`src/rtl/keycode_repeater.sv`:
```
// keycode_repeater: turns a level-held keyboard keycode into one-frame step
// pulses. A press emits immediately; holding the key repeats the pulse after
// HOLD_DELAY frames and then every REPEAT_PERIOD frames. Only the four motion
// keys (A, D, S, W) are recognised; anything else counts as "no key".
module keycode_repeater #(
   parameter int HOLD_DELAY    = 20,  // 1..255
   parameter int REPEAT_PERIOD = 4    // 1..255
) (
   input  logic       frame_clk,
   input  logic       Reset_n,
   input  logic [7:0] keycode_in,
   output logic [7:0] keycode_out,
   output logic       key_held,
   output logic       repeat_active
);

   localparam logic [7:0] HOLD_LAST   = 8'(HOLD_DELAY - 1);
   localparam logic [7:0] REPEAT_LAST = 8'(REPEAT_PERIOD - 1);

   typedef enum logic [1:0] {
      IDLE   = 2'd0,
      DELAY  = 2'd1,
      REPEAT = 2'd2
   } state_t;

   state_t     state_q, state_d;
   logic [7:0] cur_key_q, cur_key_d;
   logic [7:0] cnt_q, cnt_d;
   logic [7:0] keycode_out_q, keycode_out_d;
   logic       key_held_q, key_held_d;
   logic       repeat_active_q, repeat_active_d;
   logic       key_valid;

   // Only the four motion keys are accepted; everything else is "no key".
   always_comb begin
      key_valid = (keycode_in == 8'h04) || (keycode_in == 8'h07) ||
                  (keycode_in == 8'h16) || (keycode_in == 8'h1A);
   end

   // Next-state and registered-output logic; a pulse is emitted by loading the
   // key into keycode_out for one cycle and restarting the frame counter.
   always_comb begin
      state_d       = state_q;
      cur_key_d     = cur_key_q;
      cnt_d         = cnt_q;
      keycode_out_d = 8'h00;

      case (state_q)
         IDLE: begin
            if (key_valid) begin
               keycode_out_d = keycode_in;
               cur_key_d     = keycode_in;
               cnt_d         = 8'h00;
               state_d       = DELAY;
            end
         end
         DELAY: begin
            if (!key_valid) begin
               state_d = IDLE;
               cnt_d   = 8'h00;
            end else if (keycode_in != cur_key_q) begin
               keycode_out_d = keycode_in;
               cur_key_d     = keycode_in;
               cnt_d         = 8'h00;
            end else if (cnt_q == HOLD_LAST) begin
               keycode_out_d = cur_key_q;
               cnt_d         = 8'h00;
               state_d       = REPEAT;
            end else begin
               cnt_d = cnt_q + 8'h01;
            end
         end
         REPEAT: begin
            if (!key_valid) begin
               state_d = IDLE;
               cnt_d   = 8'h00;
            end else if (keycode_in != cur_key_q) begin
               // A different key is a fresh press: the full hold delay restarts.
               keycode_out_d = keycode_in;
               cur_key_d     = keycode_in;
               cnt_d         = 8'h00;
               state_d       = DELAY;
            end else if (cnt_q == REPEAT_LAST) begin
               keycode_out_d = cur_key_q;
               cnt_d         = 8'h00;
            end else begin
               cnt_d = cnt_q + 8'h01;
            end
         end
         default: begin
            state_d = IDLE;
            cnt_d   = 8'h00;
         end
      endcase

      key_held_d      = (state_d == DELAY) || (state_d == REPEAT);
      repeat_active_d = (state_d == REPEAT);
   end

   // State and output registers; reset clears everything without a clock edge.
   always_ff @(posedge frame_clk or negedge Reset_n) begin
      if (!Reset_n) begin
         state_q         <= IDLE;
         cur_key_q       <= 8'h00;
         cnt_q           <= 8'h00;
         keycode_out_q   <= 8'h00;
         key_held_q      <= 1'b0;
         repeat_active_q <= 1'b0;
      end else begin
         state_q         <= state_d;
         cur_key_q       <= cur_key_d;
         cnt_q           <= cnt_d;
         keycode_out_q   <= keycode_out_d;
         key_held_q      <= key_held_d;
         repeat_active_q <= repeat_active_d;
      end
   end

   assign keycode_out   = keycode_out_q;
   assign key_held      = key_held_q;
   assign repeat_active = repeat_active_q;

endmodule
```
`config.mk`:
```
export PLATFORM = sky130hd
export DESIGN_NAME = keycode_repeater
export DESIGN_NICKNAME = d
export VERILOG_FILES = /design/src/rtl/keycode_repeater.sv
export SDC_FILE = /design/constraint.sdc
export NUM_CORES = 1
export LEC_CHECK = 0
export ABC_AREA = 1
export CORE_MARGIN = 3
export CORE_UTILIZATION = 50
export DETAILED_ROUTE_END_ITERATION = 7
export PLACE_DENSITY = 0.76
export SLEW_MARGIN = 25
export SYNTH_ARGS = -nofsm -noshare
export SYNTH_HDL_FRONTEND = slang
export SYNTH_SLANG_ARGS = --single-unit
```
`constraint.sdc`:
```
create_clock -name frame_clk -period 1.6 [get_ports frame_clk]
set_clock_uncertainty 0.15 [all_clocks]
set_input_delay 0.32 -clock frame_clk [delete_from_list [all_inputs] [get_ports frame_clk]]
set_output_delay 0.32 -clock frame_clk [all_outputs]
set_load 0.02 [all_outputs]
```
==> results.md, run 1 <==
* Initial antenna violation count at 0
* Pre-antenna DRT Iters at 4
* # setup viols final at 24
* Ant diodes at 0
* Worst Path Arrival at 1880 ps
* Max-slew violations at 0
* Sequential fraction of the synthesis area at 42.30%
* GR Layer Usage met3 at 4.813%
* Most common cell in the netlist: nand2_1
* Die area at 4040 um^2
* CP Max Fanout at 2
* Synth area leaders: dfrtp_1 (42%), nand2_1 (19%), inv_1 (5.7%)
* Nets at 311
* Worst skew pair latency at 320 ps
* Cell area power density at 896.3 nW/um^2
* Busiest grt layer: met2
* Clock slew at the register clock pins of the worst setup and hold paths at 140 ps
* Endpoint class of the critical path: register
* Synth area leader: dfrtp_1
* Vias per Instance at 4.787
* Rows at 20
* Largest net degree at the start of global routing at 29
* Area delta synth->final at 53.25%
* Average wire per cell in the routed design at 12.15 um
* Die X at 63.56 um
* Number of synthesized flops with an enable pin at 0
* Routability Congestion at 0.8418
* Root buffer cell: clkbuf_4
* CP Data Required Time at 1690 ps
* Share of cells above drive strength 1 at 40.14%
* IR drop worst, VDD at 0.0006513 V
* Synthesized flop and latch total at 28
* Async SR Flop Fraction at 100.0%
* Total CTS buffers at 3
* Most common library cells after synthesis: nand2_1 (82), dfrtp_1 (28), inv_1 (25)
* Vias post-DR at 1,618
* Final Core Density at 81.81%
* Fmax at 559.4 MHz
* Fin. Hold Viols at 0
* Core area at 3103 um^2
* Critical path type: input port to register
* Synth Instances at 219
* Final WL at 4.108 mm
* H-Tree Depth at 1
* Crit path time final at 1788 ps
* GR Util met2 at 35.20%
* Post-synth top flop: dfrtp_1
* R2r setup slk at -180 ps
* MaxCap Viol Count at 0
* DR iter-0 viols at 52
* RSZ-0062 raised after global routing: true
* Area of the mapped netlist at 1657 um^2
* Number of global-route vias before repair at 1,582
* Die height at 63.56 um
* Tcrit/Tclk final at 111.7%
* Mean area per synthesized cell at 7.564 um^2
* Synth unique cells at 26
* Status: finished, violations left
* Clk sinks at 28
* Setup ws final at -187.8 ps
* Total power at 2.275 mW
* Startpoint Class: input port
* Yosys Warn Count at 0
* DRC at 0
* # hold bufs at CTS at 0
* Max Root-Sink Buffers at 2
* Top cell type's share of synthesized area at 42.30%
* Failing checks: setup timing
* Hpwl dp at 2.719 mm
* M1 GR Usage at 27.05%
* # IOs at 20
* Overall global routing resource usage at 20.74%
* First-pass GRT wire length at 6.734 mm
* Hold Path Class: input port to asynchronous set/reset pin
* Post-DRT Antenna Nets at 0
* Gr ovfl total at 0
* Dpl ws at -682.2 ps
* Leak at 1.372 nW
* CTS tree: built
* Initial core utilization at 53.39%
* # port buffers at 19
==> routing by layer <==
layer	part of all wire, %	vias up
met5	0	-
li1	-	817
met3	4.4	2
met4	0.51	0
met1	43	764
met2	52	35
==> placed cells by master (no fill, tap or decap), types with 4 or more instances in the layout <==
master / instances
xor2_1: 5
nor2_1: 10
nand3_1: 7
dlygate4sd2_1: 17
inv_1: 22
nor2_2: 5
nor2_4: 7
o21ai_1: 7
nand2_2: 19
inv_2: 8
buf_6: 6
dfrtp_1: 26
ha_1: 4
buf_4: 43
o21ai_2: 5
nand2_1: 65
==> worst paths after layout <==
path | start | to | depth (start not counted)
worst min register to register | cnt_q[2] | cnt_q[2] | 2
worst max register to register | cnt_q[0] | key_held | 13
max in group asynchronous | Reset_n | cur_key_q[3] | 2
worst min-delay path | Reset_n | cnt_q[2] | 2
worst max-delay path | keycode_in[5] | key_held | 14
min in group frame_clk | keycode_in[1] | cur_key_q[1] | 3
==> per-stage QoR <==
stage / setup TNS [ps] / hold WS (ps) / instances / instance area [um^2]
3_3_place_gp: -11970 / 352.6 / 326 / 2248
3_5_place_dp: -13080 / 358.9 / 326 / 2248
2_1_floorplan: -69.04 / -125.6 / 221 / 1679
5_1_grt: -5040 / 159.4 / 338 / 2539
4_1_cts: -1578 / 171.2 / 333 / 2381
6_report: -2608 / 175.4 / 338 / 2539
==> power by group <==
part	switching, mW	leakage, nW	internal (mW)
clock network	0.200	0.0279	0.253
logic	0.481	0.975	0.465
registers	0.0788	0.369	0.797
total	0.760	1.37	1.52
==> sequential cells by signal, indices dropped and copies added (netlist names) <==
| register | flops |
|---|---|
| cnt_q | 8 |
| cur_key_q | 8 |
| keycode_out | 8 |
| state_q | 2 |
| key_held | 1 |
| repeat_active | 1 |
==> layout make-up <==
class | instances | area [um^2]
Clock buffer | 3 | 22.52
Clock inverter | 1 | 30.03
Fill cell | 218 | 564.3
Inverter | 32 | 126.4
Multi-Input combinational cell | 160 | 1007
Sequential cell | 28 | 703.2
Tap cell | 44 | 55.05
Timing Repair Buffer | 70 | 594.3
==> critical path: stages <==
cell and delay [ps]:
clkdlybuf4s50_1 470, inv_1 50, nand2_1 60, nand2_1 60
nand2_2 130, nor2_4 60, nand2_2 80, nand2_2 60
nand2_1 60, nand2_1 50, nand2_1 80, nand2_2 70
ha_1 270, inv_1 30
==> what timing repair did <==
| action | 4_1_cts | 5_1_grt |
|---|---|---|
| endpoints found under the hold margin | 0 | 0 |
| resized for setup | 45 | 36 |
| buffers inserted | 3 | 6 |
| pin swaps | 20 | 29 |
| endpoints found under the setup margin | 35 | 25 |
==> kinds of logic (layout without fill, tap and decap cells) <==
group           count (synthesis)  in the layout  share of synthesized area [%]
buf+inv                        33            106                          8.006
compound gates                 14             14                          4.607
flops                          28             28                          42.30
other cells                     1              3                         0.2264
simple gates                  127            127                          35.04
xor+xnor                       10             10                          5.287
fa+ha+maj                       6              6                          4.532
No activity file was read; power rests on OpenSTA's default activity.
==> inputs of run 2 (changes only) <==
ABC_AREA = default   (was 1)
CORE_ASPECT_RATIO = 1.25   (was default)
CORE_UTILIZATION = 49   (was 50)
GPL_TIMING_DRIVEN = 0   (was default)
PLACE_DENSITY = 0.75   (was 0.76)
==> run 2 against run 1 <==
Compared with the run above: the run still ends with setup timing left; synthesized area down 4.3%; critical path depth down 9; count of clock-buffer cells in the layout unchanged; non-clock buffer count down 14; wire length up 14%; first-iteration DRC count down 1.9%; clock power down 33%; largest cell class unchanged.
==> results.md, run 2 <==
* Area delta synth->final at 53.99%
* First-pass GRT wire length at 7.279 mm (+8.1%)
* Fillers at 174 (-20%)
* Commonest non-fill, non-tap cell in the layout: buf_4
* Crit path time final at 2064 ps (+276.5 ps)
* Nets at 232 (-25%)
* Clock slew at the register clock pins of the worst setup and hold paths at 150 ps (about the same)
* Hold path start: keycode_in[1]
* Synth unique cells at 36 (+38%)
* Most common library cells after synthesis: dfrtp_1 (28), inv_1 (13), nand3_1 (11), nor2_1 (11), xnor2_1 (10)
* Mean area per synthesized cell at 10.16 um^2 (+34%)
* Setup ws final at -464.2 ps (-276.5 ps)
* Initial antenna violation count at 0 (unchanged)
* Largest net degree at the start of global routing at 29 (unchanged)
* Final Core Density at 80.62% (-1.2 points)
* Area of the mapped netlist at 1585 um^2 (-4.3%)
* Hold Crit Depth at 2
* Number of synthesized flops with an enable pin at 0 (unchanged)
* Min-Delay Endpoint: cur_key_q[1]
* Leak at 1.068 nW (-22%)
* # setup viols final at 25 (+4.2%)
* Hpwl dp at 2.493 mm (-8.3%)
* Relative slew slack at 59.10%
* Fmax at 484.4 MHz (-13%)
* Critical path depth in cells at 5 (-9)
* Number of global-route vias before repair at 1,540 (-2.7%)
* Critical-path top delay cell: dfrtp_2
* Synthesized flop and latch total at 28 (unchanged)
* Hold Path Class: input port to register
* DR iter-0 viols at 51 (-1.9%)
* Worst Path Buf+Inv at 0 (-3)
* H-Tree Depth at 1 (unchanged)
* Startpoint Class: register
* Status: finished, violations left
* Rows at 22 (+10%)
* Cell Chain, Critical Path: nor4_4 > nand2_1 > a21oi_2 > a21oi_1 > a2111oi_4
* Synth area leaders: dfrtp_1 (44%), xnor2_1 (5.5%), ha_1 (4.7%)
* # IOs at 20 (unchanged)
* Worst Max-Slew Pin Slew at 613.5 ps
* Post-synth top flop: dfrtp_1
* Fin. Hold Viols at 0 (unchanged)
* CP max stage delay at 460 ps (about the same)
* Critical path type: register to register
* Failing checks: setup timing
* Overall global routing resource usage at 23.64% (+2.9 points)
* Fin area at 2441 um^2 (-3.8%)
* CP Max Fanout at 5 (+3)
* Worst Reg-to-Reg Cells at 5 (-8)
* Async SR Flop Fraction at 100.0% (unchanged)
* Total CTS buffers at 3 (unchanged)
* Cell area power density at 713.6 nW/um^2 (-20%)
* Endpoint class of the critical path: register
* Vias post-DR at 1,548 (-4.3%)
* Average wire per cell in the routed design at 18.72 um (+54%)
* DP Area at 1892 um^2 (-16%)
* CP Data Required Time at 1700 ps (about the same)
* Most common cell in the netlist: dfrtp_1
* Die height at 69.60 um (+9.5%)
* Initial core utilization at 52.36% (-1.0 points)
* Finished Layout Cells at 250 (-26%)
* Dpl ws at -1405 ps (-723.0 ps)
* DRC at 0 (unchanged)
* CTS tree: built
* Max-slew violations at 0 (unchanged)
* Most frequent cells in the layout: buf_4 (27), dfrtp_1 (26), dlygate4sd2_1 (13)
* Root buffer cell: clkbuf_4
* Die X at 56.88 um (-11%)
* Core area at 3028 um^2 (-2.4%)
* Synth Instances at 156 (-29%)
* MaxCap Viol Count at 0 (unchanged)
* Pre-antenna DRT Iters at 4 (unchanged)
* Crit path max-delay family: compound AO/OA/AOI/OAI gates
* Share of cells above drive strength 1 at 46.73% (+6.6 points)
* R2R Path End: keycode_out[0]
* Gr ovfl total at 0 (unchanged)
* Sequential fraction of the synthesis area at 44.20% (+1.9 points)
* Top cell type's share of synthesized area at 44.20% (+1.9 points)
* Final WL at 4.679 mm (+14%)
* # port buffers at 19 (unchanged)
* Worst Path Arrival at 2160 ps (+280 ps)
* Yosys Warn Count at 0 (unchanged)
* Vias per Instance at 6.192 (+29%)
* Routability Congestion at 0.9152 (+8.7%)
* R2r setup slk at -460 ps (-280 ps)
* IR drop worst, VDD at 0.0007403 V (+14%)
* Clk sinks at 28 (unchanged)
* Reg2reg start: cnt_q[6]
* Synth area leader: dfrtp_1
* Max Root-Sink Buffers at 2 (unchanged)
* Placed Instances at 213 (-35%)
* Die area at 3958 um^2 (-2.0%)
* Ant diodes at 0 (unchanged)
* RSZ-0062 raised after global routing: true
* Worst skew pair latency at 350 ps (+30 ps)
* Tcrit/Tclk final at 129.0% (+17 points)
* Post-DRT Antenna Nets at 0 (unchanged)
run 2: routing by layer:
layer	up-vias	routed length, um	share of wire [%]	track usage, %
met5	-	0	0	0
li1	694	-	-	-
met2	73	2515	54	41.39
met3	23	278	5.9	3.911
met4	0	153	3.3	11.86
met1	758	1732	37	27.24
run 2: what timing repair did:
item	4_1_cts	5_1_grt
endpoints found under the hold margin	28	0
resized for setup	97	15
cloned	1	0
pin swaps	18	14
setup buffers	26	8
hold buffers	1	0
endpoints found under the setup margin	35	25
run 2: worst max-delay path by stage:
stage / start / endpoint / slack (ps)
floorplan: keycode_in[3] / cur_key_q[0] / -470
global placement: keycode_in[1] / key_held / -1350
detailed placement: keycode_in[1] / key_held / -1410
CTS: cnt_q[5] / keycode_out[4] / -380
global route: cnt_q[6] / keycode_out[0] / -560
finish: cnt_q[6] / keycode_out[0] / -460
run 2: power breakdown:
part / total (mW) / switching, mW / leakage (nW) / internal, mW
clock network: 0.306 / 0.217 / 0.0138 / 0.0891
registers: 0.798 / 0.0371 / 0.375 / 0.761
logic: 0.638 / 0.350 / 0.679 / 0.288
run 2: logic make-up (layout without fill, tap and decap cells):
group / after synthesis / count (layout) / synth area share [%]
AO/OA/AOI/OAI: 41 / 42 / 19.97
XOR/XNOR: 11 / 11 / 6.077
adder cells (fa/ha/maj): 6 / 6 / 4.735
buffers and inverters: 17 / 72 / 4.973
flip-flops: 28 / 28 / 44.20
multiplexers: 5 / 5 / 4.735
other: 1 / 3 / 0.2366
AND/OR/NAND/NOR: 47 / 47 / 15.08
run 2: cell type report:
class	count	area [um^2]	area share [%]
timing repair buffer	53	460.4	18.86
sequential	28	703.2	28.81
buffer	3	27.53	1.128
inverter	13	48.80	1.999
tap	36	45.04	1.845
clock buffer	3	22.52	0.9226
multi-input combinational	114	1134	46.44
run 2: per-stage QoR:
stage / setup TNS (ps) / hold slack (ps) / total power, mW
3_3_place_gp: -37830 / 344.3 / 1.207
5_1_grt: -10260 / 75.75 / 1.812
4_1_cts: -6636 / 102.8 / 1.641
3_5_place_dp: -29500 / 220.2 / 1.221
6_report: -8254 / 89.21 / 1.742
2_1_floorplan: -6175 / -125.6 / 1.084
run 2: worst reg2reg max path, cell delays in order, from the launching register on:
cell,delay [ps]
dfrtp_2,460
nor4_4,380
nand2_1,200
a21oi_2,280
a21oi_1,180
a2111oi_4,310
==> inputs of run 3 (changes only) <==
CTS_CLUSTER_SIZE = 24   (was default)
==> results of run 3 <==
No change in the layout: final DEF, timing and power equal those of run 2.
